File: src/rtl/spm_boot_loader_pkg.sv
// Shared types and constants for the SPM boot loader: FSM states, test-port
// direction codes, load error codes and the wrapping SPM word-address helper.
package spm_boot_loader_pkg;

    typedef enum logic [3:0] {
        ST_IDLE,
        ST_LEN0,
        ST_LEN1,
        ST_DATA,
        ST_WR,
        ST_CSUM,
        ST_VRD,
        ST_VCMP,
        ST_RUN,
        ST_ERR
    } spm_ld_state_e;

    localparam logic SPM_READ  = 1'b1;
    localparam logic SPM_WRITE = 1'b0;

    localparam logic [1:0] SPM_LD_ERR_NONE   = 2'b00;
    localparam logic [1:0] SPM_LD_ERR_LEN    = 2'b01;
    localparam logic [1:0] SPM_LD_ERR_CSUM   = 2'b10;
    localparam logic [1:0] SPM_LD_ERR_VERIFY = 2'b11;

    // Word address of image word k; the 30-bit add wraps naturally.
    function automatic logic [29:0] spm_word_addr(input logic [29:0] base,
                                                  input logic [15:0] k);
        return base + {14'd0, k};
    endfunction

endpackage

File: src/rtl/spm_boot_loader_if.sv
// Byte-stream, control/status and SPM test-port signals of the boot loader.
// master = the loader, slave = the byte source / cpu_top side.
interface spm_boot_loader_if;
    logic        start;
    logic [7:0]  rx_data;
    logic        rx_valid;
    logic        rx_ready;
    logic [29:0] test_spm_addr;
    logic        test_spm_as_;
    logic        test_spm_rw;
    logic [31:0] test_spm_wr_data;
    logic [31:0] test_spm_rd_data;
    logic        cpu_en;
    logic        busy;
    logic        err;
    logic [1:0]  err_code;

    modport master (
        input  start, rx_data, rx_valid, test_spm_rd_data,
        output rx_ready, test_spm_addr, test_spm_as_, test_spm_rw,
               test_spm_wr_data, cpu_en, busy, err, err_code
    );

    modport slave (
        output start, rx_data, rx_valid, test_spm_rd_data,
        input  rx_ready, test_spm_addr, test_spm_as_, test_spm_rw,
               test_spm_wr_data, cpu_en, busy, err, err_code
    );
endinterface

File: src/rtl/spm_ld_byte_asm.sv
// Little-endian byte-to-word assembler. Bytes shift in from the top, so after
// four bytes word_q holds b3:b2:b1:b0; a 2-byte field sits in word_nxt[31:16].
module spm_ld_byte_asm (
    input  logic        clk,
    input  logic        reset,
    input  logic        clr_i,
    input  logic        byte_vld_i,
    input  logic [7:0]  byte_data_i,
    output logic [31:0] word_nxt_o,
    output logic        word_valid_o
);
    logic [31:0] word_q;
    logic [1:0]  cnt_q;

    assign word_nxt_o   = {byte_data_i, word_q[31:8]};
    assign word_valid_o = byte_vld_i && (cnt_q == 2'd3);

    always_ff @(posedge clk or negedge reset) begin
        if (!reset) begin
            word_q <= '0;
            cnt_q  <= '0;
        end else if (clr_i) begin
            word_q <= '0;
            cnt_q  <= '0;
        end else if (byte_vld_i) begin
            word_q <= word_nxt_o;
            cnt_q  <= cnt_q + 2'd1;
        end
    end
endmodule

File: src/rtl/spm_boot_loader.sv
// SPM boot loader: receives LEN/DATA/CSUM byte image, writes it to SPM through
// the test port, reads it back to verify, then enables the CPU.
//
// state | meaning
// IDLE  | waiting for start after reset
// LEN0  | receiving length low byte
// LEN1  | receiving length high byte, range check
// DATA  | receiving 4 bytes of one image word
// WR    | single-cycle SPM write strobe, accumulate rx_sum
// CSUM  | receiving 4-byte checksum, compare with rx_sum
// VRD   | single-cycle SPM read strobe
// VCMP  | strobe released, read data accumulated into rb_sum
// RUN   | load good, cpu_en held until reset
// ERR   | load failed, waiting for a new start
module spm_boot_loader
    import spm_boot_loader_pkg::*;
#(
    parameter logic [29:0] BASE_ADDR = 30'h0,
    parameter int          MAX_WORDS = 4096
) (
    input logic               clk,
    input logic               reset,
    spm_boot_loader_if.master bus
);
    localparam logic [16:0] MAX_W = 17'(MAX_WORDS);

    spm_ld_state_e state_q;
    logic          rx_ready_q;
    logic          as_q;
    logic          rw_q;
    logic [29:0]   addr_q;
    logic [31:0]   wr_data_q;
    logic          cpu_en_q;
    logic          busy_q;
    logic          err_q;
    logic [1:0]    err_code_q;
    logic [15:0]   n_q;
    logic [15:0]   k_q;
    logic [31:0]   rx_sum_q;
    logic [31:0]   rb_sum_q;

    logic          rx_acc;
    logic          start_ok;
    logic          asm_clr;
    logic [31:0]   word_nxt;
    logic          word_valid;
    logic [15:0]   len;
    logic [15:0]   k_nxt;
    logic          last_word;
    logic [31:0]   rb_sum_d;

    assign rx_acc    = bus.rx_valid && rx_ready_q;
    assign start_ok  = bus.start && ((state_q == ST_IDLE) || (state_q == ST_ERR));
    assign asm_clr   = start_ok || ((state_q == ST_LEN1) && rx_acc);
    assign len       = word_nxt[31:16];
    assign k_nxt     = k_q + 16'd1;
    assign last_word = (k_q == (n_q - 16'd1));
    assign rb_sum_d  = rb_sum_q + bus.test_spm_rd_data;

    spm_ld_byte_asm u_asm (
        .clk          (clk),
        .reset        (reset),
        .clr_i        (asm_clr),
        .byte_vld_i   (rx_acc),
        .byte_data_i  (bus.rx_data),
        .word_nxt_o   (word_nxt),
        .word_valid_o (word_valid)
    );

    always_ff @(posedge clk or negedge reset) begin
        if (!reset) begin
            state_q    <= ST_IDLE;
            rx_ready_q <= 1'b0;
            as_q       <= 1'b1;
            rw_q       <= SPM_READ;
            addr_q     <= '0;
            wr_data_q  <= '0;
            cpu_en_q   <= 1'b0;
            busy_q     <= 1'b0;
            err_q      <= 1'b0;
            err_code_q <= SPM_LD_ERR_NONE;
            n_q        <= '0;
            k_q        <= '0;
            rx_sum_q   <= '0;
            rb_sum_q   <= '0;
        end else begin
            case (state_q)
                ST_IDLE, ST_ERR: begin
                    if (bus.start) begin
                        state_q    <= ST_LEN0;
                        rx_ready_q <= 1'b1;
                        busy_q     <= 1'b1;
                        err_q      <= 1'b0;
                        err_code_q <= SPM_LD_ERR_NONE;
                        k_q        <= '0;
                        rx_sum_q   <= '0;
                        rb_sum_q   <= '0;
                    end
                end
                ST_LEN0: begin
                    if (rx_acc) state_q <= ST_LEN1;
                end
                ST_LEN1: begin
                    if (rx_acc) begin
                        n_q <= len;
                        if ({1'b0, len} > MAX_W) begin
                            state_q    <= ST_ERR;
                            rx_ready_q <= 1'b0;
                            busy_q     <= 1'b0;
                            err_q      <= 1'b1;
                            err_code_q <= SPM_LD_ERR_LEN;
                        end else if (len == 16'd0) begin
                            state_q <= ST_CSUM;
                        end else begin
                            state_q <= ST_DATA;
                        end
                    end
                end
                ST_DATA: begin
                    if (word_valid) begin
                        state_q    <= ST_WR;
                        rx_ready_q <= 1'b0;
                        as_q       <= 1'b0;
                        rw_q       <= SPM_WRITE;
                        addr_q     <= spm_word_addr(BASE_ADDR, k_q);
                        wr_data_q  <= word_nxt;
                    end
                end
                ST_WR: begin
                    as_q       <= 1'b1;
                    rw_q       <= SPM_READ;
                    rx_ready_q <= 1'b1;
                    rx_sum_q   <= rx_sum_q + wr_data_q;
                    if (last_word) begin
                        state_q <= ST_CSUM;
                    end else begin
                        k_q     <= k_nxt;
                        state_q <= ST_DATA;
                    end
                end
                ST_CSUM: begin
                    if (word_valid) begin
                        rx_ready_q <= 1'b0;
                        if (word_nxt != rx_sum_q) begin
                            state_q    <= ST_ERR;
                            busy_q     <= 1'b0;
                            err_q      <= 1'b1;
                            err_code_q <= SPM_LD_ERR_CSUM;
                        end else if (n_q == 16'd0) begin
                            state_q  <= ST_RUN;
                            busy_q   <= 1'b0;
                            cpu_en_q <= 1'b1;
                        end else begin
                            state_q <= ST_VRD;
                            k_q     <= '0;
                            as_q    <= 1'b0;
                            rw_q    <= SPM_READ;
                            addr_q  <= spm_word_addr(BASE_ADDR, 16'd0);
                        end
                    end
                end
                ST_VRD: begin
                    state_q <= ST_VCMP;
                    as_q    <= 1'b1;
                end
                ST_VCMP: begin
                    rb_sum_q <= rb_sum_d;
                    if (last_word) begin
                        busy_q <= 1'b0;
                        if (rb_sum_d == rx_sum_q) begin
                            state_q  <= ST_RUN;
                            cpu_en_q <= 1'b1;
                        end else begin
                            state_q    <= ST_ERR;
                            err_q      <= 1'b1;
                            err_code_q <= SPM_LD_ERR_VERIFY;
                        end
                    end else begin
                        k_q     <= k_nxt;
                        state_q <= ST_VRD;
                        as_q    <= 1'b0;
                        addr_q  <= spm_word_addr(BASE_ADDR, k_nxt);
                    end
                end
                ST_RUN: begin
                    as_q <= 1'b1;
                end
                default: begin
                    state_q <= ST_IDLE;
                end
            endcase
        end
    end

    assign bus.rx_ready         = rx_ready_q;
    assign bus.test_spm_addr    = addr_q;
    assign bus.test_spm_as_     = as_q;
    assign bus.test_spm_rw      = rw_q;
    assign bus.test_spm_wr_data = wr_data_q;
    assign bus.cpu_en           = cpu_en_q;
    assign bus.busy             = busy_q;
    assign bus.err              = err_q;
    assign bus.err_code         = err_code_q;
endmodule

File: src/flat_wrapper.sv
// flat-port wrapper written by rule: the top's interface ports become plain ports
module spm_boot_loader_flat import spm_boot_loader_pkg::*;
#(
    parameter logic [29:0] BASE_ADDR = 30'h0,
    parameter int          MAX_WORDS = 4096
)
  (clk, reset, bus_start, bus_rx_data, bus_rx_valid, bus_test_spm_rd_data, bus_rx_ready, bus_test_spm_addr, bus_test_spm_as_, bus_test_spm_rw, bus_test_spm_wr_data, bus_cpu_en, bus_busy, bus_err, bus_err_code);
  spm_boot_loader_if bus_i ();
  input logic clk;
  input logic reset;
  input wire logic [$bits(bus_i.start)-1:0] bus_start;
  input wire logic [$bits(bus_i.rx_data)-1:0] bus_rx_data;
  input wire logic [$bits(bus_i.rx_valid)-1:0] bus_rx_valid;
  input wire logic [$bits(bus_i.test_spm_rd_data)-1:0] bus_test_spm_rd_data;
  output wire logic [$bits(bus_i.rx_ready)-1:0] bus_rx_ready;
  output wire logic [$bits(bus_i.test_spm_addr)-1:0] bus_test_spm_addr;
  output wire logic [$bits(bus_i.test_spm_as_)-1:0] bus_test_spm_as_;
  output wire logic [$bits(bus_i.test_spm_rw)-1:0] bus_test_spm_rw;
  output wire logic [$bits(bus_i.test_spm_wr_data)-1:0] bus_test_spm_wr_data;
  output wire logic [$bits(bus_i.cpu_en)-1:0] bus_cpu_en;
  output wire logic [$bits(bus_i.busy)-1:0] bus_busy;
  output wire logic [$bits(bus_i.err)-1:0] bus_err;
  output wire logic [$bits(bus_i.err_code)-1:0] bus_err_code;
  assign bus_i.start = bus_start;
  assign bus_i.rx_data = bus_rx_data;
  assign bus_i.rx_valid = bus_rx_valid;
  assign bus_i.test_spm_rd_data = bus_test_spm_rd_data;
  assign bus_rx_ready = bus_i.rx_ready;
  assign bus_test_spm_addr = bus_i.test_spm_addr;
  assign bus_test_spm_as_ = bus_i.test_spm_as_;
  assign bus_test_spm_rw = bus_i.test_spm_rw;
  assign bus_test_spm_wr_data = bus_i.test_spm_wr_data;
  assign bus_cpu_en = bus_i.cpu_en;
  assign bus_busy = bus_i.busy;
  assign bus_err = bus_i.err;
  assign bus_err_code = bus_i.err_code;
  spm_boot_loader #(.BASE_ADDR(BASE_ADDR), .MAX_WORDS(MAX_WORDS)) u_core (.clk(clk), .reset(reset), .bus(bus_i));
endmodule
File: config.mk
export PLATFORM = sky130hd
export DESIGN_NAME = spm_boot_loader_flat
export DESIGN_NICKNAME = d
export VERILOG_FILES = /design/src/rtl/spm_boot_loader_pkg.sv /design/src/rtl/spm_boot_loader_if.sv /design/src/rtl/spm_ld_byte_asm.sv /design/src/rtl/spm_boot_loader.sv /design/src/flat_wrapper.sv
export SDC_FILE = /design/constraint.sdc
export NUM_CORES = 1
export LEC_CHECK = 0
export ABC_AREA = 1
export BUFFER_PORTS_ARGS = -buffer_cell sky130_fd_sc_hd__buf_2
export CAP_MARGIN = 40
export CORE_MARGIN = 5
export CORE_UTILIZATION = 55
export DETAILED_ROUTE_END_ITERATION = 7
export PLACE_DENSITY = 0.83
export SYNTH_ARGS = -nofsm -noshare
export SYNTH_HDL_FRONTEND = slang
export SYNTH_SLANG_ARGS = --single-unit
File: constraint.sdc
create_clock -name clk -period 6.1 [get_ports clk]
set_input_delay 1.83 -clock clk [delete_from_list [all_inputs] [get_ports clk]]
set_output_delay 1.83 -clock clk [all_outputs]
set_load 0.005 [all_outputs]
# Word level (Yosys, flattened, before mapping)
# Cells that the tools add are included.
# W data, S select, Z words.
op_classes:
  bitwise: 1
  n_lt_le_gt_ge: 1
  mux: 73
  n_addsub: 5
  n_eq_ne: 30
  n_reduce_logical: 36
op_table:
  columns: ["operator", "n"]
  rows:
  - ["$mux W30", 5]
  - ["$pmux W32 S2", 2]
  - ["$mux W32", 3]
  - ["$pmux W30 S3", 1]
  - ["$mux W16", 5]
  - ["$add A32 B32 Y32", 2]
  - ["$pmux W16 S3", 1]
  - ["$mux W4", 9]
  - ["$pmux W4 S9", 1]
  - ["$eq A32 B32 Y1", 1]
  - ["$logic_not A16 Y1", 2]
  - ["$ne A32 B32 Y1", 1]
  - ["$reduce_and A6 Y1", 5]
  - ["$mux W1", 28]
  - ["$mux W2", 9]
  - ["$ne A2 B2 Y1 const B", 9]
  - ["$add A16 B1 Y16 const B", 1]
  - ["$eq A16 B16 Y1", 1]
  - ["$eq A4 B3 Y1 const B", 4]
  - ["$gt A16 B13 Y1 const B", 1]
  - ["$pmux W1 S4", 4]
  - ["$sub A16 B1 Y16 const B", 1]
  - ["$ne A2 B1 Y1 const B", 7]
  - ["$reduce_bool A4 Y1", 3]
  - ["22 further kinds", 40]
totals:
  output_inout_bits: 70
  inputBits: 44
  ff_bits: 204

# Longest topological paths before layout
logic_depth:
  depth_word: 5
  mapped_depth: 24
  ltp_nobuf: 24

# Hierarchy
# Synthesis repeated with hierarchy kept, for this count alone.
hier_totals:
  cells_unflattened: 1996
  area_unflattened_um2: 13746.9
by_module_without_submodules:
  columns: ["mod", "instances", "cells_each", "seq_area_each_um2", "area_each_um2"]
  rows:
  - ["spm_boot_loader", 1, 1871, 3906.2, 12482.0]
  - ["spm_ld_byte_asm", 1, 125, 650.6, 1265.0]

# Worst setup path after synthesis
# OpenSTA, ideal clock, no wires.
synth_path:
  kind: "input -> register"
  start: "input bus_test_spm_rd_data[0]"
  end: "register u_core.err_q (netlist: u_core.bus.err)"
  cell_stages: 20
  path_slack_ns: 2.135
  t_arrival_ns: 3.849
  n_path_buf: 0
  setup_time_ns: 0.117
  cell_sequence: "ha_1 > inv_1 > fa_1 > inv_1 > nand2_1 > nand2_1 > nand3_1 > nand2_2 > nand2_1 > nand2_1 > xor2_1 > inv_1 > nand2_1 > nand2_1 > nor2_1 > nand3_1 > nor2_2 > nand3_1 > nand3_1 > nand2_1"
synth_between:
  elab_chain_len: 4
synth_rtl:
  columns: ["item", "line_no", "text"]
  rows:
  - ["start: declaration", "flat_wrapper.sv:14", "input wire logic [$bits(bus_i.test_spm_rd_data)-1:0] bus_test_spm_rd_data;"]
  - ["$add A32 B32 Y32", "spm_boot_loader.sv:58", "assign rb_sum_d = rb_sum_q + bus.test_spm_rd_data;"]
  - ["$eq A32 B32 Y1", "spm_boot_loader.sv:170", "if (rb_sum_d == rx_sum_q) begin"]
  - ["$ne A2 B2 Y1 (no source line)", null, null]
  - ["$reduce_and A8 Y1 (no source line)", null, null]
  - ["end signal: assignment", "spm_boot_loader.sv:80", "err_q <= 1'b0;"]
  - ["end signal: assignment", "spm_boot_loader.sv:93", "err_q <= 1'b0;"]
  - ["end signal: assignment", "spm_boot_loader.sv:175", "err_q <= 1'b1;"]
  - ["end: declaration", "spm_boot_loader.sv:35", "logic err_q;"]
# No other way between the ends.
# A chain may end at the register's enable or synchronous reset.

# Worst setup path after layout
layout_path:
  start: "input bus_test_spm_rd_data[0]"
  end: "register u_core.err_code_q[0] (netlist: u_core.bus.err_code[0])"
layout_between:
  elab_chain_len: 4
layout_rtl:
  columns: ["item", "line_no", "text"]
  rows:
  - ["$add A32 B32 Y32", "spm_boot_loader.sv:58", null]
  - ["$eq A32 B32 Y1", "spm_boot_loader.sv:170", null]
  - ["$ne A2 B2 Y1 (no source line)", null, null]
  - ["$reduce_and A8 Y1 (no source line)", null, null]
  - ["end signal: assignment", "spm_boot_loader.sv:81", "err_code_q <= SPM_LD_ERR_NONE;"]
  - ["end signal: assignment", "spm_boot_loader.sv:94", "err_code_q <= SPM_LD_ERR_NONE;"]
  - ["end signal: assignment", "spm_boot_loader.sv:176", "err_code_q <= SPM_LD_ERR_VERIFY;"]
  - ["end: declaration", "spm_boot_loader.sv:36", "logic [1:0] err_code_q;"]
# No other way between the ends.

==> flow_metrics.env <==
export IMPL_status="completed"
export IMPL_num_io_pins=114
export IMPL_dieArea_mm2=0.0283
export IMPL_clock_sinks=182
export IMPL_synth_edf_count=0
export IMPL_yosysWarnings=0
export IMPL_critical_path_class="in2reg"
export IMPL_avgSynthCellArea_um2=6.86
export IMPL_cts_resized=0
export IMPL_fin_crit_ps=4280
export IMPL_fin_ws_ps=1820
export IMPL_placedInstanceArea_mm2=0.0146
export IMPL_cts_tree="yes"
export IMPL_grt_use_met1_pct=44.1
export IMPL_cp_start_kind="input pin"
export IMPL_grt_max_degree=78
export IMPL_die_width_um=168
export IMPL_core_mm2=0.0249
export IMPL_antenna_found_initial=0
export IMPL_grt_pass1_vias=12800
export IMPL_leakagePower_nw=8.12
export IMPL_yosysMostFrequentCell="nand2_1"
export IMPL_cts_htree_levels=4
export IMPL_r2r_cells=14
export IMPL_ir_drop_v=0.000202
export IMPL_root_buffer="clkbuf_16"
export IMPL_grt_met3_usage_pct=5.87
export IMPL_crit_path_end_kind="flip-flop"
export IMPL_hold_path_class="reg2reg"
export IMPL_grt_usage_pct=29.5
export IMPL_synth_distinct_cells=59
export IMPL_cpMaxStageDelayCell="fa_1"
export IMPL_grt_first_pass_wirelength_mm=67.4
export IMPL_drtPass1Iterations=6
export IMPL_yosys_top_cells_count="nand2_1 (553), inv_1 (297), dfrtp_1 (180)"
export IMPL_pre_cts_slack_ps=1580
export IMPL_clockBufferDepth=2
export IMPL_grt_busiest_layer="met2"
export IMPL_tns_ps=0
export IMPL_cts_setup_buffers=0
export IMPL_yosysTopAreaCellShare_pct=32.7
export IMPL_rsz0062_at_grt="false"
export IMPL_synthTopCellsByArea="dfrtp_1 (33%), nand2_1 (15%), inv_1 (8.1%), ha_1 (6.0%), nand3_1 (5.5%)"
export IMPL_overflow=0
export IMPL_clock_latency_ps=450
export IMPL_slew_headroom_pct=46.4
export IMPL_synth_seq_cells=182
export IMPL_setup_viol_count_final=0
export IMPL_hold_viol=0
export IMPL_dp_hpwl_mm=32.8
export IMPL_fin_area_mm2=0.0152
export IMPL_crit_chain="buf_2 > ha_1 > inv_1 > fa_1 > inv_1 > nand2_1 > nand2_1 > nand3_1 > nand2_2 > nand2_1 > nand2_1 > xor2_1 > inv_1 > nand2_1 > nand2_1 > nor2_1 > nand3_1 > nor2_2 > nand3_1 > nand2_2 > nand2_1 > nand2_1"
export IMPL_max_freq_mhz=233
export IMPL_slew_viol_final=0
export IMPL_numCtsBuffers=17
export IMPL_drive_gt1_share_pct=11.1
export IMPL_routedWlPerCell_um=17.3
export IMPL_routed_wl_mm=42.2
export IMPL_cts_hold_buf=0
export IMPL_finalNetCount=2209
export IMPL_yosysSeqAreaShare_pct=33.1
export IMPL_critPathMaxStageDelay_ps=410
export IMPL_grt_met2_usage_pct=44.2
export IMPL_num_antenna_cells=0
export IMPL_vias=13900
export IMPL_whs_ps=474
export IMPL_fin_skew_ps=15.8
export IMPL_synth_cells=2008
export IMPL_io_buffers=99
export IMPL_fin_crit_sh_pct=70.2
export IMPL_cp_max_fo=4
export IMPL_die_h_um=168
export IMPL_maxCapViolCount=0
export IMPL_place_gp_congestion=0.971
export IMPL_arrival_ps=4660
export IMPL_synth_main_ff_cell="dfrtp_1"
export IMPL_powerDensity_mw_per_mm2=357
export IMPL_path_common_cell="nand2_1"
export IMPL_synth_top_area_cell="dfrtp_1"
export IMPL_worst_pin_slew_ps=800
export IMPL_ant_nets=0
export IMPL_holdPathStages=2
export IMPL_required_ps=6480
export IMPL_syn_area_mm2=0.0138
export IMPL_drtIter0Drc=1536
export IMPL_synthArstFlopShare_pct=100
export IMPL_drc=0
export IMPL_viasPerCell=5.69
export IMPL_clk_pin_slew_ps=70
export IMPL_area_delta_synth_final_pct=10.1
export IMPL_initial_core_util_pct=55.3
export IMPL_num_rows=58
placed cells by master (no fill, tap or decap), types with 24 or more instances in the layout:
master and count:
ha_1 66, xor2_1 49, dfrtp_1 180, o21ai_0 134
o21ai_2 24, a21oi_1 83, nor3_1 27, nand2_1 553
nand3_1 151, nand2_2 32, buf_2 98, nor2_1 174
o22ai_1 46, inv_1 296
state kept, by name, summed over array words and instances (netlist names):
signal and cells:
u_core.k_q 16, u_core.n_q 16, u_core.u_asm.word_q 24, u_core.bus.err 1, u_core.state_q 4, u_core.u_asm.cnt_q 2, u_core.bus.test_spm_wr_data 32, u_core.bus.err_code 2
u_core.bus.test_spm_as_ 1, u_core.bus.busy 1, u_core.bus.test_spm_addr 16, u_core.bus.rx_ready 1, u_core.rb_sum_q 32, u_core.bus.test_spm_rw 1, u_core.bus.cpu_en 1, u_core.rx_sum_q 32
worst paths after layout:
check                                         from                 endpoint  slack (ps)
setup / recovery           bus_test_spm_rd_data[0]   u_core.bus.err_code[0]        1820
hold / removal             u_core.bus.test_spm_as_  u_core.bus.test_spm_as_         470
setup reg to reg                 u_core.state_q[2]           u_core.k_q[15]        2410
hold reg to reg            u_core.bus.test_spm_as_  u_core.bus.test_spm_as_         470
max in group asynchronous                    reset           u_core.k_q[15]        3690
min in group asynchronous                    reset   u_core.u_asm.word_q[9]        1280
metrics by stage:
stage                     cells  power [mW]  util [%]
after CTS                  2440        5.36      61.0
after global routing       2440        5.77      61.0
after floorplan            2021        3.52         -
after detailed placement   2408        4.21      58.6
final                      2440        5.42      61.0
after global placement     2402        4.10      58.1
where the power goes:
part,internal (mW),switching (mW),total (mW)
Clock,0.596,0.556,1.15
Sequential,1.44,0.236,1.68
Combinational,0.831,1.76,2.59
routing by layer:
| metal | up-vias | routed length, um |
|---|---|---|
| li1 | 6665 | - |
| met1 | 6452 | 18500 |
| met2 | 674 | 18200 |
| met3 | 84 | 4600 |
| met4 | 0 | 856 |
| met5 | - | 0 |
cell type report:
type | instances | area, um^2
fill | 2298 | 9720
multi-input combinational | 1482 | 7800
sequential | 182 | 4560
inverter | 303 | 1140
timing repair buffer | 111 | 672
clock buffer | 18 | 439
tap | 330 | 413
clock inverter | 14 | 158
worst max-delay path, delay by kind of cell:
kind	cells	cell delay [ps]
adder cells (fa/ha/maj)	2	590
AND/OR/NAND/NOR	15	1610
buffers and inverters	4	390
XOR/XNOR	1	240
logic make-up after synthesis:
logic type,after synthesis,share of synthesized area [%]
AO/OA/AOI/OAI,329,13.7
XOR/XNOR,65,4.40
adder cells (fa/ha/maj),68,6.28
buffers and inverters,357,10.7
flip-flops,182,33.1
other,1,0.0272
AND/OR/NAND/NOR,1006,31.8
No activity file was read; power rests on OpenSTA's default activity.
